**src/rtl/frame_tx_if.sv**
```systemverilog
// Handshake bundle for frame_tx: start request, result-FIFO read port,
// UART byte stream and status pulses.
interface frame_tx_if;
    logic       start;
    logic [7:0] cmd;
    logic [3:0] len;
    logic       fifo_empty;
    logic [7:0] fifo_data;
    logic       fifo_rd;
    logic [7:0] tx_data;
    logic       tx_valid;
    logic       tx_ready;
    logic       busy;
    logic       done;
    logic       err;

    // master: the framer itself; slave: requester, FIFO and UART side
    modport master (
        input  start, cmd, len, fifo_empty, fifo_data, tx_ready,
        output fifo_rd, tx_data, tx_valid, busy, done, err
    );
    modport slave (
        output start, cmd, len, fifo_empty, fifo_data, tx_ready,
        input  fifo_rd, tx_data, tx_valid, busy, done, err
    );
endinterface

```
**src/rtl/frame_tx.sv**
```systemverilog
// Frame transmitter: SOF, LEN(=len+1), cmd, len payload bytes popped from a
// result FIFO, EOF -- streamed over a valid/ready byte interface.
module frame_tx #(
    parameter logic [7:0] SOF         = 8'hFE,
    parameter logic [7:0] EOF         = 8'hEF,
    parameter int         MAX_PAYLOAD = 8
) (
    input  logic        clk,
    input  logic        rst,
    frame_tx_if.master  bus
);
    typedef enum logic [3:0] {
        IDLE, SEND_SOF, SEND_LEN, SEND_CMD, FETCH, WAIT_D, SEND_D, SEND_EOF, DONE
    } state_t;

    typedef struct packed {
        logic [7:0] cmd;
        logic [3:0] len;
    } frame_req_t;

    localparam logic [3:0] MAX_LEN = 4'(MAX_PAYLOAD);

    state_t     state_q, state_d;
    frame_req_t req_q, req_d;
    logic [3:0] cnt_q, cnt_d;
    logic [7:0] data_q, data_d;
    logic       vld_q, vld_d;
    logic       err_q, err_d;
    logic       rd;
    logic       xfer;
    logic       len_ok;

    assign xfer   = vld_q & bus.tx_ready;
    assign len_ok = (bus.len != 4'd0) && (bus.len <= MAX_LEN);

    always_ff @(posedge clk or negedge rst) begin
        if (!rst) begin
            state_q <= IDLE;
            req_q   <= '0;
            cnt_q   <= '0;
            data_q  <= '0;
            vld_q   <= 1'b0;
            err_q   <= 1'b0;
        end else begin
            state_q <= state_d;
            req_q   <= req_d;
            cnt_q   <= cnt_d;
            data_q  <= data_d;
            vld_q   <= vld_d;
            err_q   <= err_d;
        end
    end

    // The output byte register is loaded one state ahead, so tx_valid/tx_data
    // come straight from flops and only move on an accepted transfer.
    always_comb begin
        state_d = state_q;
        req_d   = req_q;
        cnt_d   = cnt_q;
        data_d  = data_q;
        vld_d   = vld_q;
        err_d   = 1'b0;
        rd      = 1'b0;
        case (state_q)
            IDLE: begin
                if (bus.start) begin
                    if (len_ok) begin
                        req_d   = '{cmd: bus.cmd, len: bus.len};
                        cnt_d   = 4'd0;
                        data_d  = SOF;
                        vld_d   = 1'b1;
                        state_d = SEND_SOF;
                    end else begin
                        err_d = 1'b1;
                    end
                end
            end
            SEND_SOF: if (xfer) begin
                data_d  = {4'd0, req_q.len} + 8'd1;
                state_d = SEND_LEN;
            end
            SEND_LEN: if (xfer) begin
                data_d  = req_q.cmd;
                state_d = SEND_CMD;
            end
            SEND_CMD: if (xfer) begin
                vld_d   = 1'b0;
                state_d = FETCH;
            end
            FETCH: if (!bus.fifo_empty) begin
                rd      = 1'b1;
                state_d = WAIT_D;
            end
            WAIT_D: begin
                data_d  = bus.fifo_data;
                vld_d   = 1'b1;
                state_d = SEND_D;
            end
            SEND_D: if (xfer) begin
                cnt_d = cnt_q + 4'd1;
                if (cnt_q + 4'd1 == req_q.len) begin
                    data_d  = EOF;
                    state_d = SEND_EOF;
                end else begin
                    vld_d   = 1'b0;
                    state_d = FETCH;
                end
            end
            SEND_EOF: if (xfer) begin
                vld_d   = 1'b0;
                state_d = DONE;
            end
            DONE:    state_d = IDLE;
            default: state_d = IDLE;
        endcase
    end

    assign bus.fifo_rd  = rd;
    assign bus.tx_data  = data_q;
    assign bus.tx_valid = vld_q;
    assign bus.busy     = (state_q != IDLE);
    assign bus.done     = (state_q == DONE);
    assign bus.err      = err_q;
endmodule

```
**src/flat_wrapper.sv**
```systemverilog
// flat-port wrapper written by rule: the top's interface ports become plain ports
module frame_tx_flat 
#(
    parameter logic [7:0] SOF         = 8'hFE,
    parameter logic [7:0] EOF         = 8'hEF,
    parameter int         MAX_PAYLOAD = 8
)
  (clk, rst, bus_start, bus_cmd, bus_len, bus_fifo_empty, bus_fifo_data, bus_tx_ready, bus_fifo_rd, bus_tx_data, bus_tx_valid, bus_busy, bus_done, bus_err);
  frame_tx_if bus_i ();
  input  logic clk;
  input  logic rst;
  input wire logic [$bits(bus_i.start)-1:0] bus_start;
  input wire logic [$bits(bus_i.cmd)-1:0] bus_cmd;
  input wire logic [$bits(bus_i.len)-1:0] bus_len;
  input wire logic [$bits(bus_i.fifo_empty)-1:0] bus_fifo_empty;
  input wire logic [$bits(bus_i.fifo_data)-1:0] bus_fifo_data;
  input wire logic [$bits(bus_i.tx_ready)-1:0] bus_tx_ready;
  output wire logic [$bits(bus_i.fifo_rd)-1:0] bus_fifo_rd;
  output wire logic [$bits(bus_i.tx_data)-1:0] bus_tx_data;
  output wire logic [$bits(bus_i.tx_valid)-1:0] bus_tx_valid;
  output wire logic [$bits(bus_i.busy)-1:0] bus_busy;
  output wire logic [$bits(bus_i.done)-1:0] bus_done;
  output wire logic [$bits(bus_i.err)-1:0] bus_err;
  assign bus_i.start = bus_start;
  assign bus_i.cmd = bus_cmd;
  assign bus_i.len = bus_len;
  assign bus_i.fifo_empty = bus_fifo_empty;
  assign bus_i.fifo_data = bus_fifo_data;
  assign bus_i.tx_ready = bus_tx_ready;
  assign bus_fifo_rd = bus_i.fifo_rd;
  assign bus_tx_data = bus_i.tx_data;
  assign bus_tx_valid = bus_i.tx_valid;
  assign bus_busy = bus_i.busy;
  assign bus_done = bus_i.done;
  assign bus_err = bus_i.err;
  frame_tx #(.SOF(SOF), .EOF(EOF), .MAX_PAYLOAD(MAX_PAYLOAD)) u_core (.clk(clk), .rst(rst), .bus(bus_i));
endmodule
```
**config.mk**
```make
export PLATFORM = sky130hd
export DESIGN_NAME = frame_tx_flat
export DESIGN_NICKNAME = d
export VERILOG_FILES = /design/src/rtl/frame_tx_if.sv /design/src/rtl/frame_tx.sv /design/src/flat_wrapper.sv
export SDC_FILE = /design/constraint.sdc
export NUM_CORES = 1
export LEC_CHECK = 0
export ABC_CLOCK_PERIOD_IN_PS = 2800
export CAP_MARGIN = 0
export CORE_ASPECT_RATIO = 1.25
export CORE_MARGIN = 1
export CORE_UTILIZATION = 40
export CTS_CLUSTER_DIAMETER = 50
export DETAILED_ROUTE_END_ITERATION = 12
export PLACE_DENSITY = 0.65
export SKIP_CTS_REPAIR_TIMING = 1
export SYNTH_ARGS = -nofsm -noshare
export SYNTH_HDL_FRONTEND = slang
export SYNTH_SLANG_ARGS = --single-unit
export TNS_END_PERCENT = 20
```
**constraint.sdc**
```tcl
create_clock -name clk -period 2.8 [get_ports clk]
set_clock_uncertainty 0.2 [all_clocks]
set_input_delay 0.56 -clock clk [delete_from_list [all_inputs] [get_ports clk]]
set_output_delay 0.56 -clock clk [all_outputs]
set_load 0.02 [all_outputs]
```
==> impl_metrics.tcl <==
set metrics [dict create \
    finalHoldViolations 0 \
    finalWirelength_um 4110 \
    leakagePower_nw 0.936 \
    die_h_um 76.5 \
    rsz0062_at_grt "no" \
    io_pins 38 \
    insertion_delay_ns 0.28 \
    cts_buffer_depth 2 \
    ys_types 42 \
    setup_violations 0 \
    antenna_found_initial 0 \
    gp_congestion 0.844 \
    netlist.area_leader.share_pct 42.3 \
    cp-end-kind "primary output" \
    coreArea_um2 4160 \
    grt_max_degree 31 \
    die_area_um2 4710 \
    critPathRequiredTime_ns 2.04 \
    finalPower_mw 2.54 \
    grt_pass1_vias 1478 \
    r2r_slack_ns 0.35 \
    grt_pass1_wl_um 6820 \
    cts-root-buf "clkbuf_8" \
    worst_pin_slew_ns 0.505 \
    worst_slack_ns 0.168 \
    hold_ws_ns 0.295 \
    vias 1424 \
    fill_cells 390 \
    hold_path_class "register to register" \
    final.min_clock_period_ns 2.63 \
    min_period_over_period_pct 94.0 \
    areaGrowthSynthToFinish_pct 30.0 \
    critical_path_class "register to primary output" \
    pre_cts_ws_ns -0.0832 \
    start_util_pct 42.6 \
    grt_util_all_layers_pct 19.6 \
    path_cells "nand2b_1 -> nor4_1 -> clkdlybuf4s50_1" \
    reg2reg_depth 6 \
    r2r-end "u_core.bus.tx_data[4]$_DFFE_PN0P_" \
    outcome "completed" \
    ys_ff_latch 30 \
    synth_area_leader_cell "dfrtp_1" \
    synth_fp_nets 195 \
    cts_buffers 5 \
    h-tree-depth 2 \
    drc 0 \
    vdd_ir_drop_max_mv 0.433 \
    arrival_ns 1.87 \
    final_max_slew_viol_count 0 \
    clock_sinks 30 \
    antenna_cells 0 \
    cts_tree "yes" \
    power_density_nw_per_um2 1100 \
    netlist_instances 168 \
    die_w_um 61.6 \
    slowest_delay_ns 0.64 \
    syn_area_um2 1770 \
    drtAntennaViolNets 0 \
    nNetsFinal 236 \
    port_buffers 37 \
    clk_pin_slew_ns 0.06 \
    clock.fmax_ghz 0.380 \
    setup_tns_ns 0 \
    synth_area_leaders "dfrtp_1, mux2_2, a21oi_1" \
    dp_hpwl_um 2970 \
    row_count 26 \
    drive_above_1_share_pct 19.5 \
    maxSlewHeadroom_pct 66.3 \
    placed_area_um2 2220 \
    max-cap-violations 0 \
    cp-start-kind "register" \
    ys_warn_count 0 \
    multi_input_area_um2 941 \
    regArea_um2 751 \
    r2r_start "u_core.cnt_q[0]$_DFFE_PN0P_" \
    drtPass1Iterations 4 \
    final_area_um2 2310 \
    critPathSlowestCell "clkdlybuf4s50_1" \
    ys_seq_area_share_pct 42.3 \
    endpoint "bus_fifo_rd" \
    startpoint "u_core.state_q[2]$_DFFE_PN0P_" \
    avgSynthCellArea_um2 10.6 \
    vias_per_cell 5.35 \
    drt_iter0_markers 61 \
    wl_per_cell_um 15.4 \
    worst-path-max-fanout 9 \
    grt_overflow 0 \
]
[state kept, by name (all words and copies together), names as in the netlist]
| signal | cells |
|---|---|
| u_core.bus.tx_data | 8 |
| u_core.cnt_q | 4 |
| u_core.bus.tx_valid | 1 |
| u_core.req_q | 12 |
| u_core.state_q | 4 |
| u_core.bus.err | 1 |
[layer usage]
metal  global-route usage, %  wire [µm]  vias to the layer above
li1                        -          -                      690
met1                    23.6       1750                      679
met2                    31.2       2040                       42
met3                    4.92        190                       13
met4                    10.0        123                        0
met5                       0          0                        -
[cell families (layout without fill, tap and decap cells)]
logic type,Yosys count,in the layout,synth area share [%]
fa+ha+maj,2,2,1.41
buf+inv,15,57,4.65
simple gates,49,49,16.9
mux,19,19,13.1
xor+xnor,9,9,4.44
compound gates,44,44,17.2
flops,30,30,42.3
[power breakdown]
part | total, mW | internal, mW | switching [mW]
Clock | 0.362 | 0.198 | 0.164
Combinational | 1.32 | 0.698 | 0.623
Sequential | 0.853 | 0.626 | 0.227
Total | 2.54 | 1.52 | 1.01
[Yosys cell counts]
library cell  count
a2111oi_0         1
a211oi_2          1
a21boi_0          1
a21o_2            1
a21oi_1          16
a311o_1           2
and3_1            1
buf_2             3
buf_4             2
buf_6             2
clkbuf_1          3
dfrtp_1          30
ha_1              2
inv_1             5
mux2_2           14
mux2_4            5
nand2_1           8
nand2b_1          4
nand3_1           6
nand3b_1          2
nand4_2           2
nor2_1           14
nor2b_1           2
nor3_1            1
nor3b_1           1
nor4_1            1
nor4_4            2
nor4b_1           1
o21a_1            6
o21ai_0           4
o21bai_1          4
o221ai_1          1
o22ai_1           3
o31ai_1           2
o31ai_4           1
o32ai_1           1
or2_0             1
or3_1             1
or3b_1            1
or4_4             1
xnor2_1           6
xor2_1            3
[cell type report]
cell class / instances / share of cell area [%]
clock buffer: 7 / 3.74
clock inverter: 1 / 0.217
inverter: 5 / 0.813
multi-input combinational: 123 / 40.8
sequential: 30 / 32.5
tap: 56 / 3.04
timing repair buffer: 44 / 18.9
[how the worst min path moves through the flow]
stage          slack, ns  depth (start not counted)                         startpoint                                 to
2_1_floorplan       0.06                          0                                rst           u_core.bus.err$_DFF_PN0_
3_3_place_gp        0.28                          1  u_core.bus.tx_data[1]$_DFFE_PN0P_  u_core.bus.tx_data[1]$_DFFE_PN0P_
3_5_place_dp        0.29                          1  u_core.bus.tx_data[0]$_DFFE_PN0P_  u_core.bus.tx_data[0]$_DFFE_PN0P_
4_1_cts             0.30                          1  u_core.bus.tx_data[0]$_DFFE_PN0P_  u_core.bus.tx_data[0]$_DFFE_PN0P_
5_1_grt             0.32                          1  u_core.bus.tx_data[0]$_DFFE_PN0P_  u_core.bus.tx_data[0]$_DFFE_PN0P_
6_report            0.30                          1  u_core.bus.tx_data[0]$_DFFE_PN0P_  u_core.bus.tx_data[0]$_DFFE_PN0P_
[cells in the final DEF, fill, tap and decap left out, drive strengths merged, types with 2 or more instances in the layout]
master,instances
o21bai,4
xor2,3
clkbuf,7
nor2,14
a21oi,16
o21a,6
nand3,6
nand2b,4
nor4,3
a311o,2
inv,5
clkdlybuf4s50,37
nor2b,2
xnor2,6
o22ai,3
nand3b,2
nand2,8
nand4,2
buf,7
o21ai,4
o31ai,3
dfrtp,30
mux2,19
ha,2
[stage by stage]
stage	cells	utilization [%]
2_1_floorplan	168	-
3_3_place_gp	258	53.2
3_5_place_dp	258	53.2
4_1_cts	266	55.4
5_1_grt	266	55.4
6_report	266	55.4
[critical path: cells and delay by family (launching register included)]
kind                   cells  cell delay (ns)
buffers and inverters      1             0.64
AND/OR/NAND/NOR            2             0.37
flip-flops                 1             0.58
Power figures use the tool's default switching activity.
